--- src/rtl/cla_pkg.sv ---
// rtl/cla_pkg.sv - shared slice width, FSM state type and slice-count helper for the CLA subtractor
package cla_pkg;

  localparam int SLICE_W = 4;

  typedef enum logic [1:0] {
    IDLE = 2'd0,
    BUSY = 2'd1,
    DONE = 2'd2
  } cla_sub_state_t;

  function automatic int nslice(input int width);
    return width / SLICE_W;
  endfunction

endpackage

--- src/rtl/cla_subtractor_seq_cla4_slice.sv ---
// rtl/cla_subtractor_seq_cla4_slice.sv - combinational 4-bit carry-lookahead slice (cla4_slice)
module cla4_slice (
  input  logic [3:0] a4,
  input  logic [3:0] b4,
  input  logic       cin,
  output logic [3:0] s4,
  output logic       cout
);

  logic [3:0] g;
  logic [3:0] p;
  logic       c1, c2, c3;

  assign g = a4 & b4;
  assign p = a4 ^ b4;

  // Carries are expanded directly from generate/propagate rather than rippled.
  assign c1   = g[0] | (p[0] & cin);
  assign c2   = g[1] | (p[1] & g[0]) | (p[1] & p[0] & cin);
  assign c3   = g[2] | (p[2] & g[1]) | (p[2] & p[1] & g[0]) | (p[2] & p[1] & p[0] & cin);
  assign cout = g[3] | (p[3] & g[2]) | (p[3] & p[2] & g[1]) | (p[3] & p[2] & p[1] & g[0])
              | (p[3] & p[2] & p[1] & p[0] & cin);

  assign s4 = p ^ {c3, c2, c1, cin};

endmodule

--- src/rtl/cla_subtractor_seq.sv ---
// rtl/cla_subtractor_seq.sv - multi-cycle a - b - bin using one time-multiplexed CLA slice
// Optional macro CLA_SUB_SAT_EN: clamp diff to zero on underflow (unsigned saturation).
module cla_subtractor_seq
  import cla_pkg::*;
#(
  parameter int WIDTH = 16
) (
  input  logic             clk,
  input  logic             rst_n,
  input  logic             in_valid,
  output logic             in_ready,
  input  logic [WIDTH-1:0] a,
  input  logic [WIDTH-1:0] b,
  input  logic             bin,
  output logic             out_valid,
  input  logic             out_ready,
  output logic [WIDTH-1:0] diff,
  output logic             bout
);

  localparam int NSLICE = nslice(WIDTH);
  localparam int CNT_W  = (NSLICE > 1) ? $clog2(NSLICE) : 1;

  cla_sub_state_t   state;
  logic [CNT_W-1:0] cnt;
  logic [WIDTH-1:0] a_q;
  logic [WIDTH-1:0] nb_q;
  logic             carry;
  logic [3:0]       slice_s;
  logic             slice_cout;
  logic             last_slice;

  cla4_slice u_slice (
    .a4   (a_q[SLICE_W*cnt +: SLICE_W]),
    .b4   (nb_q[SLICE_W*cnt +: SLICE_W]),
    .cin  (carry),
    .s4   (slice_s),
    .cout (slice_cout)
  );

  assign last_slice = (cnt == CNT_W'(NSLICE - 1));
  assign in_ready   = (state == IDLE);
  assign out_valid  = (state == DONE);

  always_ff @(posedge clk or negedge rst_n) begin
    if (!rst_n) begin
      state <= IDLE;
      cnt   <= '0;
      a_q   <= '0;
      nb_q  <= '0;
      carry <= 1'b0;
      diff  <= '0;
      bout  <= 1'b0;
    end else begin
      case (state)
        IDLE: begin
          if (in_valid) begin
            // Subtraction as a + ~b + ~bin; the final carry is the inverted borrow.
            a_q   <= a;
            nb_q  <= ~b;
            carry <= ~bin;
            cnt   <= '0;
            state <= BUSY;
          end
        end
        BUSY: begin
          diff[SLICE_W*cnt +: SLICE_W] <= slice_s;
          carry <= slice_cout;
          cnt   <= cnt + CNT_W'(1);
          if (last_slice) begin
            bout  <= ~slice_cout;
            state <= DONE;
`ifdef CLA_SUB_SAT_EN
            if (!slice_cout) diff <= '0;
`endif
          end
        end
        DONE: begin
          if (out_ready) state <= IDLE;
        end
        default: state <= IDLE;
      endcase
    end
  end

endmodule

--- config.mk ---
export PLATFORM = sky130hd
export DESIGN_NAME = cla_subtractor_seq
export DESIGN_NICKNAME = d
export VERILOG_FILES = /design/src/rtl/cla_pkg.sv /design/src/rtl/cla_subtractor_seq_cla4_slice.sv /design/src/rtl/cla_subtractor_seq.sv
export SDC_FILE = /design/constraint.sdc
export NUM_CORES = 1
export LEC_CHECK = 0
export BUFFER_PORTS_ARGS = -buffer_cell sky130_fd_sc_hd__buf_2
export CORE_MARGIN = 2
export CORE_UTILIZATION = 43
export DETAILED_ROUTE_END_ITERATION = 10
export PLACE_DENSITY_LB_ADDON = 0.15
export SYNTH_ARGS = -nofsm -noshare
export SYNTH_HDL_FRONTEND = slang
export SYNTH_SLANG_ARGS = --single-unit
--- constraint.sdc ---
create_clock -name clk -period 2.56 [get_ports clk]
set_input_delay 0.128 -clock clk [delete_from_list [all_inputs] [get_ports clk]]
set_output_delay 0.128 -clock clk [all_outputs]
set_load 0.01 [all_outputs]
# Yosys cells after proc, flatten, opt, wreduce, memory -nomap -nowiden
# Index checks and enable logic that the tools add are counted.
[op_classes] reduce_logical=6 shift=4 n_addsub=2 n_bitwise=32 n_mux=9 n_eq_ne=6
[op_table] op="4-bit negator with 34-bit output" n=1
[op_table] op="4-bit by 34-bit variable shift with 16-bit output, first input constant" n=1
[op_table] op="4-bit by 34-bit variable part select with 16-bit output" n=1
[op_table] op="16-bit by 5-bit variable part select with 4-bit output" n=2
[op_table] op="1-bit AND" n=16
[op_table] op="16-bit bitwise mux" n=1
[op_table] op="16-bit NOT" n=1
[op_table] op="1-bit bitwise OR" n=10
[op_table] op="2-bit two-way mux" n=4
[op_table] op="4-bit XOR" n=2
[op_table] op="2-bit one-hot mux with 3 select lines" n=1
[op_table] op="2-bit AND reduction" n=3
[op_table] op="4-bit AND" n=1
[op_table] op="2-bit == test, second input constant" n=2
[op_table] op="2-bit inequality test, second input constant" n=2
[op_table] op="2-bit one-hot mux with 2 select lines" n=1
[op_table] op="3-bit AND reduction" n=1
[op_table] op="2-bit by 1-bit adder with 2-bit output, second input constant" n=1
[op_table] op="2-bit by 1-bit == test with 1-bit output, second input constant" n=1
[op_table] op="2-bit logical NOT" n=1
[op_table] op="2-bit by 1-bit inequality test with 1-bit output, second input constant" n=1
[op_table] op="1-bit NOT" n=2
[op_table] op="1-bit one-hot mux with 2 select lines" n=1
[op_table] op="2-bit nonzero test" n=1
[op_table] op="1-bit two-way mux" n=1
[word_totals] regBits=54

# Logic depth before layout (Yosys ltp)
[logic_depth] word_depth=9 depth_mapped=7 ltp_nobuf=6

# Hierarchy
# A second synthesis with hierarchy kept.
[unflattened] hier_cells=208 area_unflattened_um2=2771.4
[by_module_without_submodules] mod="cla_subtractor_seq" seq_area_each_um2=1351.3 area_per_inst_um2=2623.8 cells_each=191 instances=1
[by_module_without_submodules] mod="cla4_slice" seq_area_each_um2=0.0 area_per_inst_um2=147.6 cells_each=17 instances=1

# Worst setup path after synthesis
# OpenSTA, ideal clock, no wires.
[synth_timing] kind="register to register" startpoint="register cnt[0]" endpoint="register diff[11]" setup_slack_ns=0.237 path_buffers=0 stages_incl_launch_ff=7 period_less_slack_ns=2.323 setup_time_ns=0.066 arrival_time_ns=2.256 cell_sequence="dfrtp_1 mux4_2 ha_1 a21o_1 and4_4 a2111oi_4 a22o_1"
[synth_via] elab_chain_len=9
[synth_rtl] item="from (decl)" line_no="cla_subtractor_seq.sv:25" rtl="logic [CNT_W-1:0] cnt;"
[synth_rtl] item="from (signal assigned)" line_no="cla_subtractor_seq.sv:69" rtl="cnt <= cnt + CNT_W'(1);"
[synth_rtl] item="16-bit by 5-bit variable part select with 4-bit output (on tied branches)" line_no="cla_subtractor_seq.sv:34, cla_subtractor_seq.sv:35"
[synth_rtl] item="4-bit XOR or 4-bit AND (tied branches)" line_no="cla_subtractor_seq_cla4_slice.sv:15, cla_subtractor_seq_cla4_slice.sv:14"
[synth_rtl] item="1-bit AND" line_no="cla_subtractor_seq_cla4_slice.sv:20" rtl="assign c3 = g[2] | (p[2] & g[1]) | (p[2] & p[1] & g[0]) | (p[2] & p[1] & p[0] & cin);"
[synth_rtl] item="1-bit bitwise OR or 1-bit AND (tied branches) (2 in a row)" line_no="cla_subtractor_seq_cla4_slice.sv:20"
[synth_rtl] item="1-bit bitwise OR" line_no="cla_subtractor_seq_cla4_slice.sv:20"
[synth_rtl] item="4-bit XOR" line_no="cla_subtractor_seq_cla4_slice.sv:24" rtl="assign s4 = p ^ {c3, c2, c1, cin};"
[synth_rtl] item="4-bit by 34-bit variable part select with 16-bit output" line_no="cla_subtractor_seq.sv:67" rtl="diff[SLICE_W*cnt +: SLICE_W] <= slice_s;"
[synth_rtl] item="16-bit bitwise mux *" line_no="cla_subtractor_seq.sv:67"
[synth_rtl] item="to (signal, indexed assignment)" line_no="cla_subtractor_seq.sv:67"
[synth_rtl] item="to (decl)" line_no="cla_subtractor_seq.sv:17" rtl="output logic [WIDTH-1:0] diff,"
# Every way passes the cells marked *; elsewhere a longest branch is shown, timed or not.
# A chain may end at the register's enable or synchronous reset.

# Final worst setup path
# Ends and elaborated chain as after synthesis.

==> impl_metrics.yaml <==
detailed_routing:
  drtIter0Drc: 60
  avgRoutedWirePerCell_um: 13.9
  drc: 0
  route.met2.wl_um: 2430
  topRoutingLayerUsed: "met4"
  met1_length_um: 2360
  drt-pass1-iter-count: 4
  viasPerCell: 4.95
  wl_met3_um: 217
  routed_wl_um: 5070
  ant_nets: 0
  num_vias: 1805
layout:
  stdcell_count: 365
  n_fill_cell: 517
  drive_gt1_share_pct: 29.7
  fin_util_pct: 55.7
  layout.nets: 340
  n_antenna_cell: 0
  area_growth_pct: 24.7
timing:
  hold_slack_ns: 0.00806
  tightest_slew_ns: 0.754
  max_freq_mhz: 416
  clock_skew_ns: 0.00769
  final.setup.tns_ns: 0
  min_period_over_period_pct: 93.8
  fin_ws_ns: 0.159
  slew_headroom_pct: 49.8
  rsz0062_at_grt: "no"
  setup_violations: 0
  final.min_clock_period_ns: 2.40
  hold_violations: 0
  timing.final.max_slew_violations: 0
grt:
  grt_use_total_pct: 17.8
  grt_start_max_net_pins: 53
  first_global_vias: 1812
  grt_pass1_wl_um: 8650
  antenna_found_initial: 0
  grt_overflow: 0
setup_path:
  r2r-end: "diff[11]"
  path_cells: "buf_6 > mux4_2 > ha_1 > a21oi_1 > nor2b_1 > a2111oi_4 > a22o_1"
  crit_start: "cnt[0]"
  required_ns: 2.80
  worst-path-max-fanout: 9
  critPathLaunchType: "register"
  r2r-start: "cnt[0]"
  worst_path_dominant_cell_family: "compound AO/OA/AOI/OAI gates"
  critPathCaptureType: "register"
  cp-endpoint: "diff[11]"
  slowest_delay_ns: 0.51
  crit_arrival_ns: 2.64
  path_depth: 7
  timing.reg2reg.setup_slack_ns: 0.16
  slowest_stage: "mux4_2"
  critPathBufInv: 1
  reg2regPathDepth: 7
  crit_type: "register to register"
clocking:
  clockBufferDepth: 2
  cts_made_buffers: 5
  h-tree-depth: 2
  cts_tree: "yes"
  clk_pin_slew_ns: 0.09
  cts_sinks: 54
  clk_latency_ns: 0.30
  root_buffer: "clkbuf_8"
place:
  dp_slack_ns: 0.0927
  dp_cells: 345
  gp_congestion: 0.732
  dp_hpwl_um: 3710
  io_buffers: 55
run_status:
  status: "completed"
synth:
  yosysTopAreaCellShare_pct: 54.9
  yosysSeqAreaShare_pct: 54.9
  yosysMostFrequentCell: "nand2_1"
  ys.flop_type: "dfrtp_1"
  synth_common_cells: "nand2_1 (73), dfrtp_1 (54), o21ai_0 (19), a22o_1 (16), ha_1 (10)"
  synth_area_per_cell_um2: 11.1
  ys_top_cells_by_area: "dfrtp_1 (55%), nand2_1 (11%), mux4_2 (7.3%)"
  yosysWarnings: 0
  synth_edf_count: 0
  syn_area_um2: 2460
  async_reset_ff_share_pct: 100
  ys_ff_latch: 54
  netlist_instances: 221
  yosys.area.top_type: "dfrtp_1"
  syn_nets: 269
  yosysUniqueCellTypes: 31
min_path:
  hold_class: "input pin to register"
floorplan:
  die_height_um: 79.6
  die_area_um2: 6340
  std_cell_rows: 27
  start_util_pct: 44.7
  ioPinCount: 56
  core-area_um2: 5510
  die_w_um: 79.6
job:
  cap_violations: 0
power:
  power-per-cell-area_nw_per_um2: 1400
  p_leak_uw: 0.00157
  ir_drop_mv: 0.687
## state kept, by name (all words and copies together) (netlist names)
register,count
a_q,16
diff,16
nb_q,16
cnt,2
state,2
bout,1
carry,1
## worst min path at each step
stage | from | cells after the start | to | slack (ns)
global placement | rst_n | 1 | state[1] | 0.24
floorplan | rst_n | 0 | a_q[0] | -0.17
finish | b[14] | 2 | nb_q[14] | 0.008
detailed placement | rst_n | 1 | state[1] | 0.24
global route | b[2] | 2 | nb_q[2] | 0.0005
CTS | a[9] | 3 | a_q[9] | 0.000005
## metal layers
metal,vias to the layer above,global-route usage [%]
li1,898,-
met1,864,23.7
met2,38,28.7
met3,5,4.30
met4,0,5.52
met5,-,0
## metrics by stage
step                cell area, um^2  total power, uW
global placement               2830             3700
finish                         3070             4280
detailed placement             2830             3730
floorplan                      2460             3000
CTS                            3050             4310
global route                   3070             4660
## power by group
| part | leakage, uW | total, uW | internal, uW | switching (uW) |
|---|---|---|---|---|
| combinational | 0.000831 | 2280 | 1070 | 1220 |
| clock | 0.0000524 | 553 | 293 | 260 |
| sequential | 0.000688 | 1450 | 1220 | 232 |
## cell families (layout without fill, tap and decap cells)
logic type / count (synthesis) / in the layout / share of synthesized area [%]
and+or+nand+nor: 90 / 90 / 15.9
DFF: 54 / 54 / 54.9
AOI/OAI and AO/OA: 41 / 41 / 12.2
buffers and inverters: 14 / 86 / 2.59
adders and majority gates: 11 / 11 / 5.90
muxes: 9 / 9 / 7.78
xor gates and xnor gates: 2 / 2 / 0.712
## timing repair
item	in CTS	in global routing
resized for setup	0	3
setup buffers	0	1
hold endpoints to repair	42	0
hold buffers	11	0
setup endpoints to repair	0	6
## area by class of cell
type                       instances  area [um^2]  share of cell area, %
clock buffer                       7         76.3                   2.49
clock inverter                     1         30.0                  0.979
inverter                           3         11.3                  0.367
multi-input combinational        153         1050                   34.2
sequential                        54         1350                   44.1
tap                               72         90.1                   2.94
timing repair buffer              75          457                   14.9
## placed cells by master (no fill, tap or decap), drive strengths merged, types with 2 or more instances in the layout
| cell | netlist | final |
|---|---|---|
| o21ai | 19 | 19 |
| a21oi | 2 | 2 |
| dlygate4sd3 | 0 | 11 |
| mux4 | 8 | 8 |
| nand2b | 2 | 2 |
| nor4 | 2 | 2 |
| and3 | 2 | 2 |
| nor3 | 2 | 2 |
| a22o | 16 | 16 |
| nor2b | 2 | 2 |
| clkbuf | 7 | 7 |
| dfrtp | 54 | 54 |
| buf | 4 | 64 |
| nand2 | 73 | 73 |
| ha | 10 | 10 |
| inv | 3 | 3 |
| nor2 | 2 | 2 |
| nand3 | 2 | 2 |
Note: power is estimated with default switching activity, not from simulation.
